## src/rtl/ov7670_cfg_pkg.sv

```systemverilog
// Shared types and constants for the OV7670 power-up configuration sequencer.
//   cfg_state_e : sequencer state encoding
//   cfg_entry_t : one table entry, {register address, register data}
//   DELAY_MARK  : table address that means "wait" instead of "write"
package ov7670_cfg_pkg;

    typedef enum logic [2:0] {
        ST_PWRUP = 3'd0,
        ST_LOAD  = 3'd1,
        ST_REQ   = 3'd2,
        ST_DELAY = 3'd3,
        ST_GAP   = 3'd4,
        ST_NEXT  = 3'd5,
        ST_DONE  = 3'd6
    } cfg_state_e;

    typedef struct packed {
        logic [7:0] addr;
        logic [7:0] data;
    } cfg_entry_t;

    localparam logic [7:0] DELAY_MARK = 8'hFF;

    // Length of the stock RGB565/VGA table held in ov7670_cfg_rom.
    localparam int unsigned OV7670_REG_NUM = 76;

    function automatic logic is_delay_mark(input cfg_entry_t e);
        return e.addr == DELAY_MARK;
    endfunction

endpackage

```

## src/rtl/ov7670_cfg_rom.sv

```systemverilog
// Combinational OV7670 register table: COM7 soft reset, a settle delay,
// then the RGB565 / VGA / gamma / AEC settings.
//   idx   : entry index (0..75 populated)
//   entry : {addr, data}; addr 8'hFF marks a delay entry
module ov7670_cfg_rom
    import ov7670_cfg_pkg::*;
(
    input  logic [7:0] idx,
    output cfg_entry_t entry
);

    always_comb begin
        entry = {DELAY_MARK, 8'h00};
        case (idx)
            8'd0:  entry = {8'h12, 8'h80};   // COM7 soft reset
            8'd1:  entry = {DELAY_MARK, 8'h00};
            8'd2:  entry = {8'h12, 8'h04};   // COM7 RGB output, VGA
            8'd3:  entry = {8'h11, 8'h80};   // CLKRC
            8'd4:  entry = {8'h0C, 8'h00};   // COM3
            8'd5:  entry = {8'h3E, 8'h00};   // COM14
            8'd6:  entry = {8'h04, 8'h00};   // COM1
            8'd7:  entry = {8'h40, 8'hD0};   // COM15 RGB565 full range
            8'd8:  entry = {8'h3A, 8'h04};   // TSLB
            8'd9:  entry = {8'h14, 8'h18};   // COM9 AGC ceiling
            8'd10: entry = {8'h4F, 8'hB3};   // colour matrix
            8'd11: entry = {8'h50, 8'hB3};
            8'd12: entry = {8'h51, 8'h00};
            8'd13: entry = {8'h52, 8'h3D};
            8'd14: entry = {8'h53, 8'hA7};
            8'd15: entry = {8'h54, 8'hE4};
            8'd16: entry = {8'h58, 8'h9E};
            8'd17: entry = {8'h3D, 8'hC0};   // COM13
            8'd18: entry = {8'h17, 8'h14};   // HSTART
            8'd19: entry = {8'h18, 8'h02};   // HSTOP
            8'd20: entry = {8'h32, 8'h80};   // HREF
            8'd21: entry = {8'h19, 8'h03};   // VSTART
            8'd22: entry = {8'h1A, 8'h7B};   // VSTOP
            8'd23: entry = {8'h03, 8'h0A};   // VREF
            8'd24: entry = {8'h0F, 8'h41};   // COM6
            8'd25: entry = {8'h1E, 8'h00};   // MVFP
            8'd26: entry = {8'h33, 8'h0B};   // CHLF
            8'd27: entry = {8'h3C, 8'h78};   // COM12
            8'd28: entry = {8'h69, 8'h00};   // GFIX
            8'd29: entry = {8'h74, 8'h00};
            8'd30: entry = {8'hB0, 8'h84};
            8'd31: entry = {8'hB1, 8'h0C};   // ABLC1
            8'd32: entry = {8'hB2, 8'h0E};
            8'd33: entry = {8'hB3, 8'h80};   // THL_ST
            8'd34: entry = {8'h70, 8'h3A};   // scaling
            8'd35: entry = {8'h71, 8'h35};
            8'd36: entry = {8'h72, 8'h11};
            8'd37: entry = {8'h73, 8'hF0};
            8'd38: entry = {8'hA2, 8'h02};
            8'd39: entry = {8'h7A, 8'h20};   // gamma curve
            8'd40: entry = {8'h7B, 8'h10};
            8'd41: entry = {8'h7C, 8'h1E};
            8'd42: entry = {8'h7D, 8'h35};
            8'd43: entry = {8'h7E, 8'h5A};
            8'd44: entry = {8'h7F, 8'h69};
            8'd45: entry = {8'h80, 8'h76};
            8'd46: entry = {8'h81, 8'h80};
            8'd47: entry = {8'h82, 8'h88};
            8'd48: entry = {8'h83, 8'h8F};
            8'd49: entry = {8'h84, 8'h96};
            8'd50: entry = {8'h85, 8'hA3};
            8'd51: entry = {8'h86, 8'hAF};
            8'd52: entry = {8'h87, 8'hC4};
            8'd53: entry = {8'h88, 8'hD7};
            8'd54: entry = {8'h89, 8'hE8};
            8'd55: entry = {8'h13, 8'hE0};   // COM8, AGC/AEC off while seeding
            8'd56: entry = {8'h00, 8'h00};   // GAIN
            8'd57: entry = {8'h10, 8'h00};   // AECH
            8'd58: entry = {8'h0D, 8'h40};   // COM4
            8'd59: entry = {8'h14, 8'h18};   // COM9
            8'd60: entry = {8'hA5, 8'h05};   // BD50MAX
            8'd61: entry = {8'hAB, 8'h07};   // BD60MAX
            8'd62: entry = {8'h24, 8'h95};   // AEW
            8'd63: entry = {8'h25, 8'h33};   // AEB
            8'd64: entry = {8'h26, 8'hE3};   // VPT
            8'd65: entry = {8'h9F, 8'h78};   // HAECC1..7
            8'd66: entry = {8'hA0, 8'h68};
            8'd67: entry = {8'hA1, 8'h03};
            8'd68: entry = {8'hA6, 8'hD8};
            8'd69: entry = {8'hA7, 8'hD8};
            8'd70: entry = {8'hA8, 8'hF0};
            8'd71: entry = {8'hA9, 8'h90};
            8'd72: entry = {8'hAA, 8'h94};
            8'd73: entry = {8'h13, 8'hE5};   // COM8, AGC/AEC back on
            8'd74: entry = {8'h15, 8'h00};   // COM10
            8'd75: entry = {8'h6B, 8'h0A};   // DBLV
            default: entry = {DELAY_MARK, 8'h00};
        endcase
    end

endmodule

```

## src/rtl/ov7670_cfg_ctrl.sv

```systemverilog
// OV7670 power-up configuration sequencer. Waits out sensor power-up, then
// walks the register table issuing one SCCB write per entry with timeout and
// retry, and reports busy/done/error status.
//   sclk, rst          : clock, asynchronous active-high reset
//   start              : re-run pulse, honoured only when done
//   wr_req/addr/data   : write request to the SCCB master
//   wr_done            : completion pulse from the SCCB master
//   cfg_busy/done/err  : status; cfg_err sticky until reset or start
//   err_cnt            : entries skipped after exhausting retries (saturating)
//   reg_idx            : index of the current entry
module ov7670_cfg_ctrl
    import ov7670_cfg_pkg::*;
#(
    parameter int unsigned PWRUP_CYCLES   = 200000,
    parameter int unsigned GAP_CYCLES     = 500,
    parameter int unsigned DELAY_CYCLES   = 250000,
    parameter int unsigned TIMEOUT_CYCLES = 100000,
    parameter int unsigned MAX_RETRY      = 2,
    parameter int unsigned REG_NUM        = OV7670_REG_NUM
)(
    input  logic       sclk,
    input  logic       rst,
    input  logic       start,
    output logic       wr_req,
    output logic [7:0] wr_addr,
    output logic [7:0] wr_data,
    input  logic       wr_done,
    output logic       cfg_busy,
    output logic       cfg_done,
    output logic       cfg_err,
    output logic [7:0] err_cnt,
    output logic [7:0] reg_idx
);

    localparam int unsigned MAX_PG  = (PWRUP_CYCLES > GAP_CYCLES) ? PWRUP_CYCLES : GAP_CYCLES;
    localparam int unsigned MAX_DT  = (DELAY_CYCLES > TIMEOUT_CYCLES) ? DELAY_CYCLES : TIMEOUT_CYCLES;
    localparam int unsigned TMR_MAX = (MAX_PG > MAX_DT) ? MAX_PG : MAX_DT;
    localparam int unsigned TMR_W   = $clog2(TMR_MAX + 1);
    localparam int unsigned RTY_W   = (MAX_RETRY > 0) ? $clog2(MAX_RETRY + 1) : 1;

    cfg_state_e       state, state_nxt;
    logic [TMR_W-1:0] tmr, tmr_nxt;
    logic [RTY_W-1:0] retry, retry_nxt;
    logic             pend, pend_nxt;
    logic [7:0]       idx_nxt, addr_nxt, data_nxt, err_cnt_nxt;
    logic             err_nxt, req_nxt, busy_nxt, done_nxt;
    cfg_entry_t       rom_entry;

    ov7670_cfg_rom u_rom (
        .idx   (reg_idx),
        .entry (rom_entry)
    );

    // State and registered outputs.
    always_ff @(posedge sclk or posedge rst) begin
        if (rst) begin
            state    <= ST_PWRUP;
            tmr      <= '0;
            retry    <= '0;
            pend     <= 1'b0;
            reg_idx  <= '0;
            wr_addr  <= '0;
            wr_data  <= '0;
            wr_req   <= 1'b0;
            cfg_busy <= 1'b1;
            cfg_done <= 1'b0;
            cfg_err  <= 1'b0;
            err_cnt  <= '0;
        end else begin
            state    <= state_nxt;
            tmr      <= tmr_nxt;
            retry    <= retry_nxt;
            pend     <= pend_nxt;
            reg_idx  <= idx_nxt;
            wr_addr  <= addr_nxt;
            wr_data  <= data_nxt;
            wr_req   <= req_nxt;
            cfg_busy <= busy_nxt;
            cfg_done <= done_nxt;
            cfg_err  <= err_nxt;
            err_cnt  <= err_cnt_nxt;
        end
    end

    // Next state. tmr counts cycles spent in the current timed state and is
    // cleared on every transition, so each wait lasts exactly its parameter.
    always_comb begin
        state_nxt   = state;
        tmr_nxt     = '0;
        retry_nxt   = retry;
        pend_nxt    = pend;
        idx_nxt     = reg_idx;
        addr_nxt    = wr_addr;
        data_nxt    = wr_data;
        err_nxt     = cfg_err;
        err_cnt_nxt = err_cnt;

        unique case (state)
            ST_PWRUP: begin
                if (tmr == TMR_W'(PWRUP_CYCLES - 1)) state_nxt = ST_LOAD;
                else                                 tmr_nxt   = tmr + TMR_W'(1);
            end
            ST_LOAD: begin
                addr_nxt  = rom_entry.addr;
                data_nxt  = rom_entry.data;
                retry_nxt = '0;
                pend_nxt  = 1'b0;
                state_nxt = is_delay_mark(rom_entry) ? ST_DELAY : ST_REQ;
            end
            ST_REQ: begin
                // wr_done has priority over a coincident timeout.
                if (wr_done) begin
                    pend_nxt  = 1'b0;
                    state_nxt = ST_GAP;
                end else if (tmr == TMR_W'(TIMEOUT_CYCLES - 1)) begin
                    state_nxt = ST_GAP;
                    if (retry < RTY_W'(MAX_RETRY)) begin
                        retry_nxt = retry + RTY_W'(1);
                        pend_nxt  = 1'b1;
                    end else begin
                        pend_nxt = 1'b0;
                        err_nxt  = 1'b1;
                        if (err_cnt != 8'hFF) err_cnt_nxt = err_cnt + 8'd1;
                    end
                end else begin
                    tmr_nxt = tmr + TMR_W'(1);
                end
            end
            ST_DELAY: begin
                if (tmr == TMR_W'(DELAY_CYCLES - 1)) state_nxt = ST_NEXT;
                else                                 tmr_nxt   = tmr + TMR_W'(1);
            end
            ST_GAP: begin
                if (tmr == TMR_W'(GAP_CYCLES - 1)) state_nxt = pend ? ST_REQ : ST_NEXT;
                else                               tmr_nxt   = tmr + TMR_W'(1);
            end
            ST_NEXT: begin
                if (reg_idx == 8'(REG_NUM - 1)) begin
                    state_nxt = ST_DONE;
                end else begin
                    idx_nxt   = reg_idx + 8'd1;
                    state_nxt = ST_LOAD;
                end
            end
            ST_DONE: begin
                if (start) begin
                    idx_nxt     = '0;
                    err_nxt     = 1'b0;
                    err_cnt_nxt = '0;
                    state_nxt   = ST_LOAD;
                end
            end
            default: state_nxt = ST_PWRUP;
        endcase

        // Status outputs follow the state being entered so they register with it.
        req_nxt  = (state_nxt == ST_REQ);
        busy_nxt = (state_nxt != ST_DONE);
        done_nxt = (state_nxt == ST_DONE);
    end

endmodule

```

## config.mk

```make
export PLATFORM = sky130hd
export DESIGN_NAME = ov7670_cfg_ctrl
export DESIGN_NICKNAME = d
export VERILOG_FILES = /design/src/rtl/ov7670_cfg_pkg.sv /design/src/rtl/ov7670_cfg_rom.sv /design/src/rtl/ov7670_cfg_ctrl.sv
export SDC_FILE = /design/constraint.sdc
export NUM_CORES = 1
export LEC_CHECK = 0
export CORE_AREA = 2 2 106 98
export DETAILED_ROUTE_END_ITERATION = 16
export DIE_AREA = 0 0 108 100
export DONT_BUFFER_PORTS = 1
export PLACE_DENSITY = 0.66
export SYNTH_ARGS = -nofsm -noshare
export SYNTH_HDL_FRONTEND = slang
export SYNTH_SLANG_ARGS = --single-unit
```

## constraint.sdc

```tcl
create_clock -name sclk -period 5.49 [get_ports sclk]
set_clock_uncertainty 0.1 [all_clocks]
set_input_delay 1.098 -clock sclk [delete_from_list [all_inputs] [get_ports sclk]]
set_output_delay 1.098 -clock sclk [all_outputs]
set_load 0.05 [all_outputs]
```

==> summary.md, run 1 <==
| Metric | Value |
|---|---|
| ANT nets after route | `0` |
| Num CTS Buffers | `9` |
| Routability cong. | `0.962` |
| Critical path type | `reg2reg` |
| Final instance area | `5130 um^2` |
| Share of post-route cells with drive strength above 1 | `about 10%` |
| Post-place instance area | `about 5000 um^2` |
| Leakage power | `between 1.5 and 2 nW` |
| Worst min path class | `reg2reg` |
| Top post-synthesis cells by count | `nand2_1 (62), dfrtp_1 (59), nor2_1 (48)` |
| Sw Ratio | `roughly 25%` |
| Syn Area/Cell | `between 8 and 9 um^2` |
| Die W | `108 um` |
| Number of port buffers | `0` |
| Count of different cell masters after synthesis | `78` |
| Post-Route WL | `around 15,000 um` |
| DR iter-0 viols | `slightly above 600` |
| Worst Path Required | `approximately 5.6 ns` |
| Number of global-route vias before repair | `approximately 4,200` |
| Slew @ Worst Pin | `approximately 1 ns` |
| Crit end category | `flip-flop` |
| Tcrit/Tclk final | `between 60% and 70%` |
| Area added between synthesis and finish | `4.72%` |
| Global Route Usage Sum | `a little over a quarter` |
| Unrepaired setup endpoints after global routing | `false` |
| Core ar. | `between 9000 and 10,000 um^2` |
| Antenna violations before repair | `0` |
| MaxCap Viol Count | `0` |
| Min cycle time layout | `~3.3 ns` |
| WL per Instance | `roughly 21 um` |
| Fmax | `301 MHz` |
| Slew headroom | `about a third` |
| DRC violations left | `0` |
| Post-synth ARST share | `100%` |
| # diodes | `0` |
| Clk buf depth | `2` |
| DP Cell Count | `between 600 and 700` |
| Yosys warning count | `0` |
| Final setup viols | `0` |
| CTS tree | `yes` |
| Synth top area share | `between 30 and 40%` |
| Register area share after synthesis | `30.6%` |
| Fin util | `52.1%` |
| Post-CTS resize count | `0` |
| Root Buffer | `clkbuf_8` |
| Most frequent cell after synthesis | `nand2_1` |
| Combinational Power Share | `around 1.2%` |
| Number of synthesized flops with an enable pin | `0` |
| Synth top area cells | `dfrtp_1 (30%), nand2_1 (4.7%), ha_1 (4.6%), o21ai_0 (4.0%), nor2_1 (3.7%)` |
| Setup TNS | `0 ns` |
| I/O Pins | `40` |
| Final setup margin | `roughly 2.2 ns` |
| Clock Sinks | `60` |
| Number of synthesized register bits | `60` |
| Final Hold Viols | `0` |
| Post-synth top area cell | `dfrtp_1` |
| Row cnt | `35` |
| Top FF cell, synth | `dfrtp_1` |
| Net switching power | `just over 0.0002 W` |
| Starting Density | `approximately half` |
| Final slew viol count | `0` |
| Pwr/cell area | `approximately 160 nW/um^2` |
| Status | `finished clean` |
| Post-place setup slack | `roughly 2.2 ns` |
| DR vias | `4,663` |
| Via/cell ratio | `between 6 and 7` |
| Worst-Skew Late Latency | `0.33 ns` |
| Die height | `about 100 um` |
| Post-DP HPWL | `a little over 10,000 um` |
| Max VDD drop | `between 90 and 100 uV` |
| Data arrival time of the worst path | `about 3.4 ns` |
| Hold Buf Count CTS | `0` |
| Pin count of the biggest net entering global routing | `61` |
| First-pass GRT wire length | `about 23,000 um` |
| CP Launch Type | `flip-flop` |
| Sequential Power Share | `~54%` |
| Pint | `roughly 0.00062 W` |
| Clk pin slew, worst setup/hold paths | `about 0.080 ns` |
| Cells after Synth | `603` |
| Grt ovf | `0` |
| Initial DRT Pass Iterations | `6` |
| Post-synthesis net count | `roughly 630` |
| Clock power share | `45.0%` |
| FILL cells | `approximately 940` |
| Die area | `approximately 11,000 um^2` |
| Postcts setup bufs | `0` |
| # nets final | `about 600` |
| Cell Count, Final, Fillers Out | `between 700 and 800` |
| H-tree depth | `3` |
| CP Max Fanout | `21` |
| Post-synthesis cell area | `about 5000 um^2` |
-- registers in the layout, summed over array words and instances, names as in the netlist --
register / count
tmr: 18
err_cnt: 8
reg_idx: 8
wr_addr: 8
wr_data: 8
state: 3
retry: 2
cfg_busy: 1
cfg_done: 1
cfg_err: 1
pend: 1
wr_req: 1
-- stage by stage --
stage | hold slack (ns) | total power (W)
after global routing | 0.436 | 0.000852
after global placement | 0.363 | 0.000461
after detailed placement | 0.406 | 0.000461
after floorplan | 0.345 | 0.000458
after CTS | 0.418 | 0.000828
final | 0.406 | 0.000821
-- final cells by class --
type | instances | area [um^2] | area share [%]
clock buffer | 11 | 141 | 2.75
clock inverter | 5 | 36.3 | 0.707
inverter | 17 | 63.8 | 1.24
multi-input combinational | 482 | 3150 | 61.4
sequential | 60 | 1510 | 29.3
tap | 129 | 161 | 3.14
timing repair buffer | 10 | 75.1 | 1.46
-- layer usage --
layer / routed length, um / share of wire (%) / global-route usage (%) / vias up
met5: 0 / 0 / 0 / -
met4: 249 / 1.7 / 6.31 / 0
met3: 1620 / 11 / 7.66 / 27
met2: 6150 / 42 / 39.8 / 262
met1: 6640 / 45 / 39.3 / 2195
li1: - / - / - / 2179
-- kinds of logic after synthesis --
group,share of synthesized area (%)
simple gates,28.1
flops,30.6
compound gates,25.6
buf+inv,5.10
xor+xnor,3.39
mux,2.53
fa+ha+maj,4.59
-- power by group through the flow --
| stage | clock, W | sequential [W] | combinational (W) |
|---|---|---|---|
| after floorplan | 0 | 0.000450 | 0.00000779 |
| after global placement | 0 | 0.000450 | 0.0000107 |
| after detailed placement | 0 | 0.000450 | 0.0000111 |
| after CTS | 0.000375 | 0.000442 | 0.0000111 |
| after global routing | 0.000398 | 0.000442 | 0.0000125 |
| final | 0.000370 | 0.000442 | 0.0000101 |
-- critical path, cell delays in order, from the launching register on --
cell	delay, ns
dfrtp_1	0.39
buf_4	0.25
inv_1	0.39
ha_1	0.57
nor2b_1	0.51
a311o_1	0.24
o311a_1	0.15
or3_1	0.11
nor3b_1	0.34
a211oi_2	0.12
-- layout by cell type, fill, tap and decap left out, drive strengths merged, types with 6 or more instances in the layout --
cell,instances
or4,6
xor2,12
a211oi,9
or3,8
mux2i,9
nor2b,19
clkbuf,11
nor3,13
nand2b,20
o211ai,7
dfrtp,59
nand2,62
o22ai,7
a21oi,34
a22o,8
nand4,8
ha,18
o311ai,10
xnor2,7
nor2,58
o31ai,8
nor4,6
inv,17
and2,6
a31oi,8
buf,10
o21ai,40
nand3,24
-- final timing paths --
kind                            startpoint          to  slack (ns)  cells past startpoint
min in group asynchronous              rst     tmr[11]        0.76                      2
worst max-delay path            reg_idx[1]      wr_req        2.16                      9
worst min-delay path              retry[0]    retry[0]        0.41                      1
worst min register to register    retry[0]    retry[0]        0.41                      1
max in group asynchronous              rst  reg_idx[2]        4.02                      2
worst max register to register  reg_idx[1]      wr_req        2.16                      9
Power figures use the tool's default switching activity.
==> run 2, diff against run 1 <==
PLACE_DENSITY = 0.68   (was 0.66)
clock period = 2.9 ns   (was 5.49 ns; I/O delays follow)
==> run 2 against run 1 <==
Effect of this change: fmax rose by 17%; first-iteration DRC count rose by 6.1%; utilization rose by 3.6 points; sequential share of layout area fell by 1.8 points; critical path depth did not move; combinational power rose by 120%; clock power rose by 110%; die area did not move.
==> summary.md, run 2 (synthesis results as in run 1) <==
| Metric | Value |
|---|---|
| Status | `finished clean` |
| H-tree depth | `3` |
| Postcts setup bufs | `0` |
| Top reg by flops | `tmr` |
| Max reg flops | `18` |
| Grt ovf | `0` |
| Worst-path cell chain | `inv_1, ha_1, buf_4, nor2b_1, o311ai_0, nand4_1, o211ai_1, and4bb_2, a211oi_2` |
| Max VDD drop | `approximately 250 uV` |
| Number of port buffers | `0` |
| Num CTS Buffers | `9` |
| Post-place instance area | `approximately 5300 um^2` |
| Hold depth | `1` |
| Worst Path Buf+Inv | `2` |
| Unrepaired setup endpoints after global routing | `false` |
| Root Buffer | `clkbuf_8` |
| Worst Path Required | `3.05 ns` |
| Via/cell ratio | `6.55` |
| First-pass GRT wire length | `between 20,000 and 30,000 um` |
| Min cycle time layout | `between 2 and 3 ns` |
| Die W | `108 um` |
| CP Max Fanout | `10` |
| Starting Density | `about half` |
| Antenna violations before repair | `0` |
| Largest stage delay, worst path | `roughly 0.48 ns` |
| Final Hold Viols | `0` |
| ANT nets after route | `0` |
| Hold path start | `wr_done` |
| Pin count of the biggest net entering global routing | `42` |
| Initial DRT Pass Iterations | `6` |
| Row cnt | `35` |
| Slew headroom | `a little under three fifths` |
| RR Startpoint | `reg_idx[0]` |
| Number of global-route vias before repair | `between 4,000 and 5,000` |
| Die area | `between 10,000 and 15,000 um^2` |
| # nets final | `between 600 and 700` |
| Slew @ Worst Pin | `roughly 0.66 ns` |
| Worst-Skew Late Latency | `about 0.34 ns` |
| Register-to-Register Setup Slack | `around 0.051 ns` |
| R2R depth | `9` |
| Worst R2R End | `wr_req` |
| Fmax | `about 350 MHz` |
| Final slew viol count | `0` |
| Worst min path class | `in2reg` |
| WL per Instance | `~21 um` |
| # diodes | `0` |
| Leakage power | `about 2.2 nW` |
| Post-DP HPWL | `approximately 12,000 um` |
| Clk buf depth | `2` |
| Clock Sinks | `60` |
| MaxCap Viol Count | `0` |
| Critical path type | `reg2reg` |
| Data arrival time of the worst path | `3.00 ns` |
| Most frequent cells in the layout | `nand2_1 (62), dfrtp_1 (54), buf_4 (49)` |
| Dominant delay contributor by cell family on the critical path | `compound AO/OA/AOI/OAI gates` |
| Post-Route WL | `15,800 um` |
| Clk pin slew, worst setup/hold paths | `roughly 0.08 ns` |
| CP Launch Type | `flip-flop` |
| Core ar. | `a little under 10,000 um^2` |
| Area added between synthesis and finish | `11.9%` |
| DR iter-0 viols | `642` |
| Setup TNS | `0 ns` |
| DR vias | `4,948` |
| Routability cong. | `about 1.1` |
| DRC violations left | `0` |
| Global Route Usage Sum | `between 20% and 30%` |
| Hold endpoint | `pend` |
| Final instance area | `around 5500 um^2` |
| Pwr/cell area | `roughly 300 nW/um^2` |
| Crit path max-delay cell type | `dfrtp_2` |
| Share of post-route cells with drive strength above 1 | `between 10% and 20%` |
| Final setup viols | `0` |
| Commonest non-fill, non-tap cell in the layout | `nand2_1` |
| Crit end category | `flip-flop` |
| Tcrit/Tclk final | `a little over nine tenths` |
| Die height | `around 100 um` |
| I/O Pins | `40` |
| CTS tree | `yes` |
-- run 2: changes by cell type in the layout (fill, tap and decap cells not counted), moves of 2 or more --
cell,change
buf_4,+39
clkinv_4,+2
clkinvlp_4,-3
dfrtp_1,-2
dfrtp_2,+2
-- run 2: power breakdown --
part           switching [W]  internal, W   total, W  leakage (nW)
clock network       0.000376     0.000403   0.000778         0.104
registers                  0     0.000836   0.000836         0.734
logic              0.0000182   0.00000398  0.0000222          1.39
-- run 2: area by class of cell --
| class | instances | area (um^2) |
|---|---|---|
| Clock buffer | 9 | 124 |
| Clock inverter | 7 | 75.1 |
| Timing Repair Buffer | 51 | 398 |
| Sequential cell | 60 | 1510 |
| Tap cell | 129 | 161 |
| Inverter | 17 | 63.8 |
| Fill cell | 913 | 4370 |
| Multi-Input combinational cell | 482 | 3160 |
-- run 2: repair_timing --
action / CTS / global route
hold buffers: 1 / 0
setup endpoints to repair: 0 / 1
resized for setup: 0 / 1
hold endpoints to repair: 14 / 0
-- run 2: routing by layer --
metal,track usage (%),share of wire (%)
met1,40.3,42
met2,43.3,42
met3,10.6,12
met4,12.1,4.1
met5,0,0
-- run 2: stage by stage --
| step | std cells | hold WS [ns] | worst slack [ns] | total power [W] | utilization, % |
|---|---|---|---|---|---|
| after floorplan | 603 | 0.345 | 0.113 | 0.000867 | - |
| after global routing | 755 | 0.224 | 0.0705 | 0.00169 | 55.7 |
| after CTS | 755 | 0.226 | 0.230 | 0.00165 | 55.6 |
| after detailed placement | 738 | 0.354 | 0.245 | 0.000875 | 53.5 |
| after global placement | 738 | 0.356 | 0.230 | 0.000874 | 53.5 |
| final | 755 | 0.235 | 0.0514 | 0.00164 | 55.7 |
-- run 2: worst max path at each step --
stage               slack (ns)  cells after the start    endpoint        from
CTS                       0.23                      7  err_cnt[7]      tmr[0]
floorplan                 0.11                      9    state[0]  reg_idx[1]
detailed placement        0.24                      7  err_cnt[5]      tmr[0]
global placement          0.23                      8  wr_data[5]  reg_idx[2]
global route              0.07                      9      wr_req  reg_idx[1]
finish                    0.05                      9      wr_req  reg_idx[0]
